`config.mk`:
```
export PLATFORM = sky130hd
export DESIGN_NAME = pend_sched
export DESIGN_NICKNAME = d
export VERILOG_FILES = /design/src/rtl/pend_sched.sv
export SDC_FILE = /design/constraint.sdc
export NUM_CORES = 1
export LEC_CHECK = 0
export BUFFER_PORTS_ARGS = -buffer_cell sky130_fd_sc_hd__buf_2
export CAP_MARGIN = 5
export CORE_MARGIN = 2
export CORE_UTILIZATION = 50
export DETAILED_ROUTE_END_ITERATION = 8
export PLACE_DENSITY = 0.8
export SYNTH_ARGS = -nofsm -noshare
export SYNTH_HDL_FRONTEND = slang
export SYNTH_SLANG_ARGS = --single-unit
```
`constraint.sdc`:
```
create_clock -name clk -period 3.1 [get_ports clk]
set_input_delay 0 -clock clk [delete_from_list [all_inputs] [get_ports clk]]
set_output_delay 0 -clock clk [all_outputs]
set_load 0.01 [all_outputs]
```
`src/rtl/pend_sched.sv`:
```
// Periodic / external-event scheduler: per-channel period counters and edge detectors
// raise requests that a round-robin arbiter presents one at a time on a valid/ready pend port.

package pend_sched_pkg;
  typedef enum logic [2:0] {
    CSR_RSV0 = 3'b000,
    CSR_RW   = 3'b001,
    CSR_RS   = 3'b010,
    CSR_RC   = 3'b011,
    CSR_RSV1 = 3'b100,
    CSR_RWI  = 3'b101,
    CSR_RSI  = 3'b110,
    CSR_RCI  = 3'b111
  } csr_op_t;
endpackage

module pend_sched_chan #(
  parameter int CntWidth = 16
) (
  input  logic                clk,
  input  logic                reset,
  input  logic                wr_en,
  input  logic [CntWidth-1:0] wr_data,
  input  logic                ext_irq,
  output logic                evt,
  output logic [CntWidth-1:0] period
);
  logic [CntWidth-1:0] cnt;
  logic                ext_prev;
  logic                per_evt;

  // period - 1 is only looked at when the channel is enabled
  always_comb begin
    per_evt = 1'b0;
    if (period != '0) per_evt = (cnt == period - CntWidth'(1));
    evt = per_evt | (ext_irq & ~ext_prev);
  end

  always_ff @(posedge clk) begin
    if (reset) begin
      period   <= '0;
      cnt      <= '0;
      ext_prev <= 1'b0;
    end else begin
      ext_prev <= ext_irq;
      if (wr_en) begin
        period <= wr_data;
        cnt    <= '0;
      end else if (period == '0 || per_evt) begin
        cnt <= '0;
      end else begin
        cnt <= cnt + CntWidth'(1);
      end
    end
  end
endmodule

module pend_sched
  import pend_sched_pkg::*;
#(
  parameter int          Channels      = 4,
  parameter int          VecBase       = 1,
  parameter int          VecSize       = 32,
  parameter int          CntWidth      = 16,
  parameter logic [11:0] PeriodCsrBase = 12'h3C0,
  parameter logic [11:0] StatusAddr    = 12'h3BF,
  localparam int         VecW          = $clog2(VecSize),
  localparam int         ChW           = (Channels > 1) ? $clog2(Channels) : 1
) (
  input  logic                clk,
  input  logic                reset,
  input  logic                csr_enable,
  input  logic [11:0]         csr_addr,
  input  csr_op_t             csr_op,
  input  logic [4:0]          rs1_zimm,
  input  logic [31:0]         rs1_data,
  input  logic [Channels-1:0] ext_irq,
  input  logic                pend_ready,
  output logic                pend_valid,
  output logic [VecW-1:0]     pend_index,
  output logic [31:0]         csr_out
);
  typedef enum logic {ST_IDLE, ST_OFFER} st_t;

  logic [Channels-1:0][CntWidth-1:0] period;
  logic [Channels-1:0] evt, req, ovr, req_d, ovr_d, ovr_set, ovr_clr, grant;
  logic [Channels-1:0] period_hit, period_wr;
  logic                status_hit, status_wr, wr_go;
  logic [31:0]         operand, old_val, wval;
  logic                unused_wval;

  st_t                 st_q, st_d;
  logic [ChW-1:0]      sel_q, sel_nxt, rr_ptr, idx;
  logic                found;

  // ---------------- CSR decode / read / write value
  assign status_hit = (csr_addr == StatusAddr);

  always_comb begin
    operand = (csr_op inside {CSR_RWI, CSR_RSI, CSR_RCI}) ? {27'b0, rs1_zimm} : rs1_data;
    old_val = '0;
    if (status_hit) old_val = 32'({ovr, req});
    for (int c = 0; c < Channels; c++)
      if (period_hit[c]) old_val = 32'(period[c]);
    csr_out = old_val;

    wval  = operand;
    wr_go = 1'b0;
    // set/clear with a zero operand is a pure read
    if (csr_op inside {CSR_RW, CSR_RWI}) begin
      wval  = operand;
      wr_go = csr_enable;
    end else if (csr_op inside {CSR_RS, CSR_RSI}) begin
      wval  = old_val | operand;
      wr_go = csr_enable && (operand != '0);
    end else if (csr_op inside {CSR_RC, CSR_RCI}) begin
      wval  = old_val & ~operand;
      wr_go = csr_enable && (operand != '0);
    end
  end

  assign status_wr   = wr_go & status_hit;
  assign unused_wval = ^wval;

  // ---------------- per-channel counters and edge detect
  for (genvar c = 0; c < Channels; c++) begin : g_chan
    assign period_hit[c] = (csr_addr == PeriodCsrBase + 12'(c));
    assign period_wr[c]  = wr_go & period_hit[c];

    pend_sched_chan #(.CntWidth(CntWidth)) u_chan (
      .clk     (clk),
      .reset   (reset),
      .wr_en   (period_wr[c]),
      .wr_data (wval[CntWidth-1:0]),
      .ext_irq (ext_irq[c]),
      .evt     (evt[c]),
      .period  (period[c])
    );
  end

  // ---------------- request / overrun bookkeeping
  // a channel granted this cycle may re-request without counting as an overrun
  always_comb begin
    ovr_clr = status_wr ? wval[2*Channels-1:Channels] : '0;
    ovr_set = evt & req & ~grant;
    req_d   = (req & ~grant) | evt;
    ovr_d   = (ovr & ~ovr_clr) | ovr_set;
  end

  always_ff @(posedge clk) begin
    if (reset) begin
      req <= '0;
      ovr <= '0;
    end else begin
      req <= req_d;
      ovr <= ovr_d;
    end
  end

  // ---------------- round-robin arbiter
  always_comb begin
    sel_nxt = '0;
    found   = 1'b0;
    idx     = '0;
    for (int i = 0; i < Channels; i++) begin
      idx = ChW'((int'(rr_ptr) + i) % Channels);
      if (!found && req[idx]) begin
        found   = 1'b1;
        sel_nxt = idx;
      end
    end
  end

  always_ff @(posedge clk) begin
    if (reset) begin
      st_q       <= ST_IDLE;
      sel_q      <= '0;
      rr_ptr     <= '0;
      pend_index <= '0;
    end else begin
      st_q <= st_d;
      if (st_q == ST_IDLE && found) begin
        sel_q      <= sel_nxt;
        pend_index <= VecW'(VecBase + int'(sel_nxt));
      end
      if (st_q == ST_OFFER && pend_ready)
        rr_ptr <= ChW'((int'(sel_q) + 1) % Channels);
    end
  end

  always_comb begin
    st_d = st_q;
    case (st_q)
      ST_IDLE:  if (found)      st_d = ST_OFFER;
      ST_OFFER: if (pend_ready) st_d = ST_IDLE;
      default:                  st_d = ST_IDLE;
    endcase
  end

  always_comb begin
    pend_valid = (st_q == ST_OFFER);
    grant      = '0;
    if (st_q == ST_OFFER && pend_ready) grant[sel_q] = 1'b1;
  end
endmodule
```
==> out/metrics.csv <==
stage,metric,value,unit
global_routing,antenna_found_initial,0,
clock_network,h-tree-depth,4,
critical_path,slowest_delay,0.50,ns
critical_path,critPathLaunchType,flop,
logic_synthesis,synth-edff-count,0,
global_routing,grt_pass1_vias,9393,
critical_path,slowest_stage,or4b_4,
die,die_h,148.3,µm
power,power.total,0.004329,W
routing,route.detailed.drc,0,
logic_synthesis,seq_area_frac_synth,28.48,%
critical_path,crit_type,reg -> reg,
sta,fin_setup_tns,0,ns
clock_network,cts_tree,built,
worst_hold_path,holdPathStages,5,
sta,slew_violations,0,
global_routing,grt_remaining_overflow,0,
power,p_sw_share,26.34,%
logic_synthesis,avgSynthCellArea,7.871,µm²
die,coreArea,20300,µm²
critical_path,arrival,3.12,ns
critical_path,crit_fanout,7,
clock_network,cts_made_buffers,17,
clock_network,insertion_delay,0.44,ns
critical_path,reg2reg_from,g_chan[1].u_chan.period[0],
critical_path,endpoint_kind,flop,
logic_synthesis,synth_top_area_share,28.48,%
status,status,completed,
logic_synthesis,synthArstFlopShare,0,%
logic_synthesis,synthAdderAreaFrac,1.563,%
clock_network,cts.sinks,148,
power,power_density,372.4,nW/µm²
global_routing,top_usage_layer,met2,
sta,setup-violations-final,0,
place,routabilityCongestion,1.020,
power,internal-power,0.003189,W
die,die_w,148.3,µm
power,power_frac_comb,8.1,%
die,pin_count,98,
global_routing,grtUsageTotal,27.60,%
power,pwr-share-seq,44.9,%
critical_path,cp_cell_sequence,inv_1 > ha_1 > or4b_4 > o21ai_1 > nor4b_2 > nand3_1 > nor4b_1 > a31oi_1 > o31ai_1,
routing,dr.pass1.iters,6,
power,pwr-share-clk,47.0,%
global_routing,grtUsageMet2,44.12,%
logic_synthesis,synth_area_leaders,"dfxtp_1, nor2_1, xnor2_1",
critical_path,r2r-end,ovr[1],
sta,fin_crit,2.777,ns
sta,tightest_slew,0.7766,ns
logic_synthesis,yosysUniqueCellTypes,91,
logic_synthesis,yosys_register_bits,148,
logic_synthesis,synth_common_cells,"nor2_1, dfxtp_1, nand2_1",
flow_run,maxCapViolations,0,
global_routing,grt_use_met3,6.258,%
routing,wl_per_cell,18.28,µm
die,rows,52,
layout,area_delta_synth_final,11.74,%
routing,drtAntennaViolNets,0,
worst_hold_path,min_from,rs1_data[9],
place,dp_hpwl,22790,µm
logic_synthesis,syn_area,10400,µm²
global_routing,grt_max_degree,41,
logic_synthesis,synth_top_family_by_area,simple AND/OR/NAND/NOR gates,
logic_synthesis,synth_cells,1322,
place,placed_area,11010,µm²
global_routing,grt_pass1_wl,48720,µm
routing,routed-via-count,10130,
die,die_area,21980,µm²
layout,antenna_cells,0,
critical_path,rrSetupSlack,0.32,ns
sta,fin_worst_skew,0.007618,ns
logic_synthesis,synth.mux.area_fraction,5.760,%
layout,drive_gt1_share,15.06,%
place,io_buffers,79,
logic_synthesis,synth_simple_gate_area_share,31.08,%
routing,drt-vias-per-instance,6.089,
routing,routed_wl,30420,µm
logic_synthesis,yosys.area.top_type,dfxtp_1,
sta,hold_viol,0,
global_routing,grt_util_met1,35.88,%
sta,rsz0062_at_grt,no,
logic_synthesis,synth_compound_area_share,14.90,%
worst_hold_path,min_to,g_chan[2].u_chan.period[9],
die,initial_core_util,51.26,%
critical_path,crit_required,3.44,ns
logic_synthesis,ys_warn_count,0,
clock_network,cts_buffer_depth,2,
logic_synthesis,synth_ff_type,dfxtp_1,
critical_path,reg2regPathDepth,9,
clock_network,clk_pin_slew_worst_paths,0.06,ns
power,p_leak,4.612,nW
sta,post-route-period-util,89.59,%
clock_network,postCtsSetupRepairBufs,0,
sta,maxSlewHeadroom,46.89,%
routing,drt_iter0_drc,1151,
layout,final_area,11630,µm²
clock_network,cts_root_buffer,clkbuf_16,
sta,fmax,360.1,MHz
power,p_sw,0.001141,W
worst_hold_path,hp-class,in -> reg,
power,peakVddDrop,0.0003195,V
logic_synthesis,synth-xor-area-share,11.53,%
logic_synthesis,synth.most_common_cell,nor2_1,
layout,nets,1454,
## worst max-delay path by stage
| stage | cells after the start | from | slack, ns | to |
|---|---|---|---|---|
| floorplan | 12 | g_chan[2].u_chan.period[1] | 0.47 | g_chan[2].u_chan.cnt[11] |
| global placement | 9 | g_chan[0].u_chan.period[1] | 0.43 | ovr[0] |
| detailed placement | 10 | g_chan[1].u_chan.period[0] | 0.30 | g_chan[1].u_chan.cnt[2] |
| CTS | 10 | g_chan[1].u_chan.period[0] | 0.19 | g_chan[1].u_chan.cnt[15] |
| global route | 9 | g_chan[3].u_chan.period[0] | 0.04 | ovr[3] |
| finish | 9 | g_chan[1].u_chan.period[0] | 0.32 | ovr[1] |
## layout make-up
type / instances / area (µm²)
tap: 270 / 337.8
inverter: 36 / 135.1
clock buffer: 19 / 442.9
sequential: 148 / 2963
clock inverter: 13 / 126.4
fill: 1789 / 8673
timing repair buffer: 130 / 800.8
multi-input combinational: 1048 / 6820
## power by group through the flow
stage / Combinational (W) / Clock (W) / Sequential [W]
after floorplan: 0.000215 / 0 / 0.00198
after global placement: 0.000327 / 0 / 0.00199
after detailed placement: 0.000334 / 0 / 0.00199
after CTS: 0.000339 / 0.00204 / 0.00194
after global routing: 0.000377 / 0.00213 / 0.00195
final: 0.000349 / 0.00204 / 0.00194
## metal layers
layer / wire length, µm / vias to the layer above
li1: - / 4800
met2: 13910 / 546
met4: 1128 / 0
met3: 2855 / 98
met1: 12520 / 4688
met5: 0 / -
## sequential cells by signal, indices dropped and copies added, names as in the netlist
signal / cells
g_chan.u_chan.cnt: 64
ovr: 4
g_chan.u_chan.ext_prev: 4
g_chan.u_chan.period: 64
pend_valid: 1
sel_q: 2
req: 4
rr_ptr: 2
pend_index: 3
## cells in the final DEF, fill, tap and decap left out, drive strengths merged, types with 13 or more instances in the layout
master,Yosys,layout
xnor2,71,71
and3,15,15
or3,15,15
nor4,36,36
nand2,116,116
a211oi,23,23
nand2b,17,17
clkbuf,57,19
nor3,39,39
inv,35,39
ha,13,13
nand3,59,59
o21ai,45,45
nor2,179,179
nor2b,18,18
buf,50,126
nand3b,15,15
dfxtp,148,148
conb,1,18
xor2,66,66
nand4,26,26
mux2i,34,34
a21oi,53,53
## what timing repair did
action                                  4_1_cts  5_1_grt
gates resized for setup                       0        1
endpoints found under the setup margin        0        1
hold buffers                                  4        0
hold endpoints to repair                      8        0
## worst max-delay path: cells and delay by family, from the launching register on
kind / cells / cell delay, ns
AO/OA/AOI/OAI: 3 / 0.67
AND/OR/NAND/NOR: 4 / 1.26
adder cells (fa/ha/maj): 1 / 0.27
flip-flops: 1 / 0.37
buffers and inverters: 1 / 0.11
## cell families after synthesis
logic type	Yosys count
and+or+nand+nor	604
AOI/OAI and AO/OA	227
DFF	148
buffers and inverters	143
xor gates and xnor gates	137
muxes	49
adders and majority gates	13
other	1
## per-stage QoR
step	setup slack [ns]	hold slack, ns	cells	util (%)
global placement	0.4308	0.2215	1628	54.24
floorplan	0.4682	0.1282	1339	-
detailed placement	0.2980	0.2314	1628	54.24
finish	0.3227	0.05667	1664	57.27
global route	0.03667	0.09034	1664	57.27
CTS	0.1916	0.05550	1664	57.24
(Power assumes the default switching activity.)
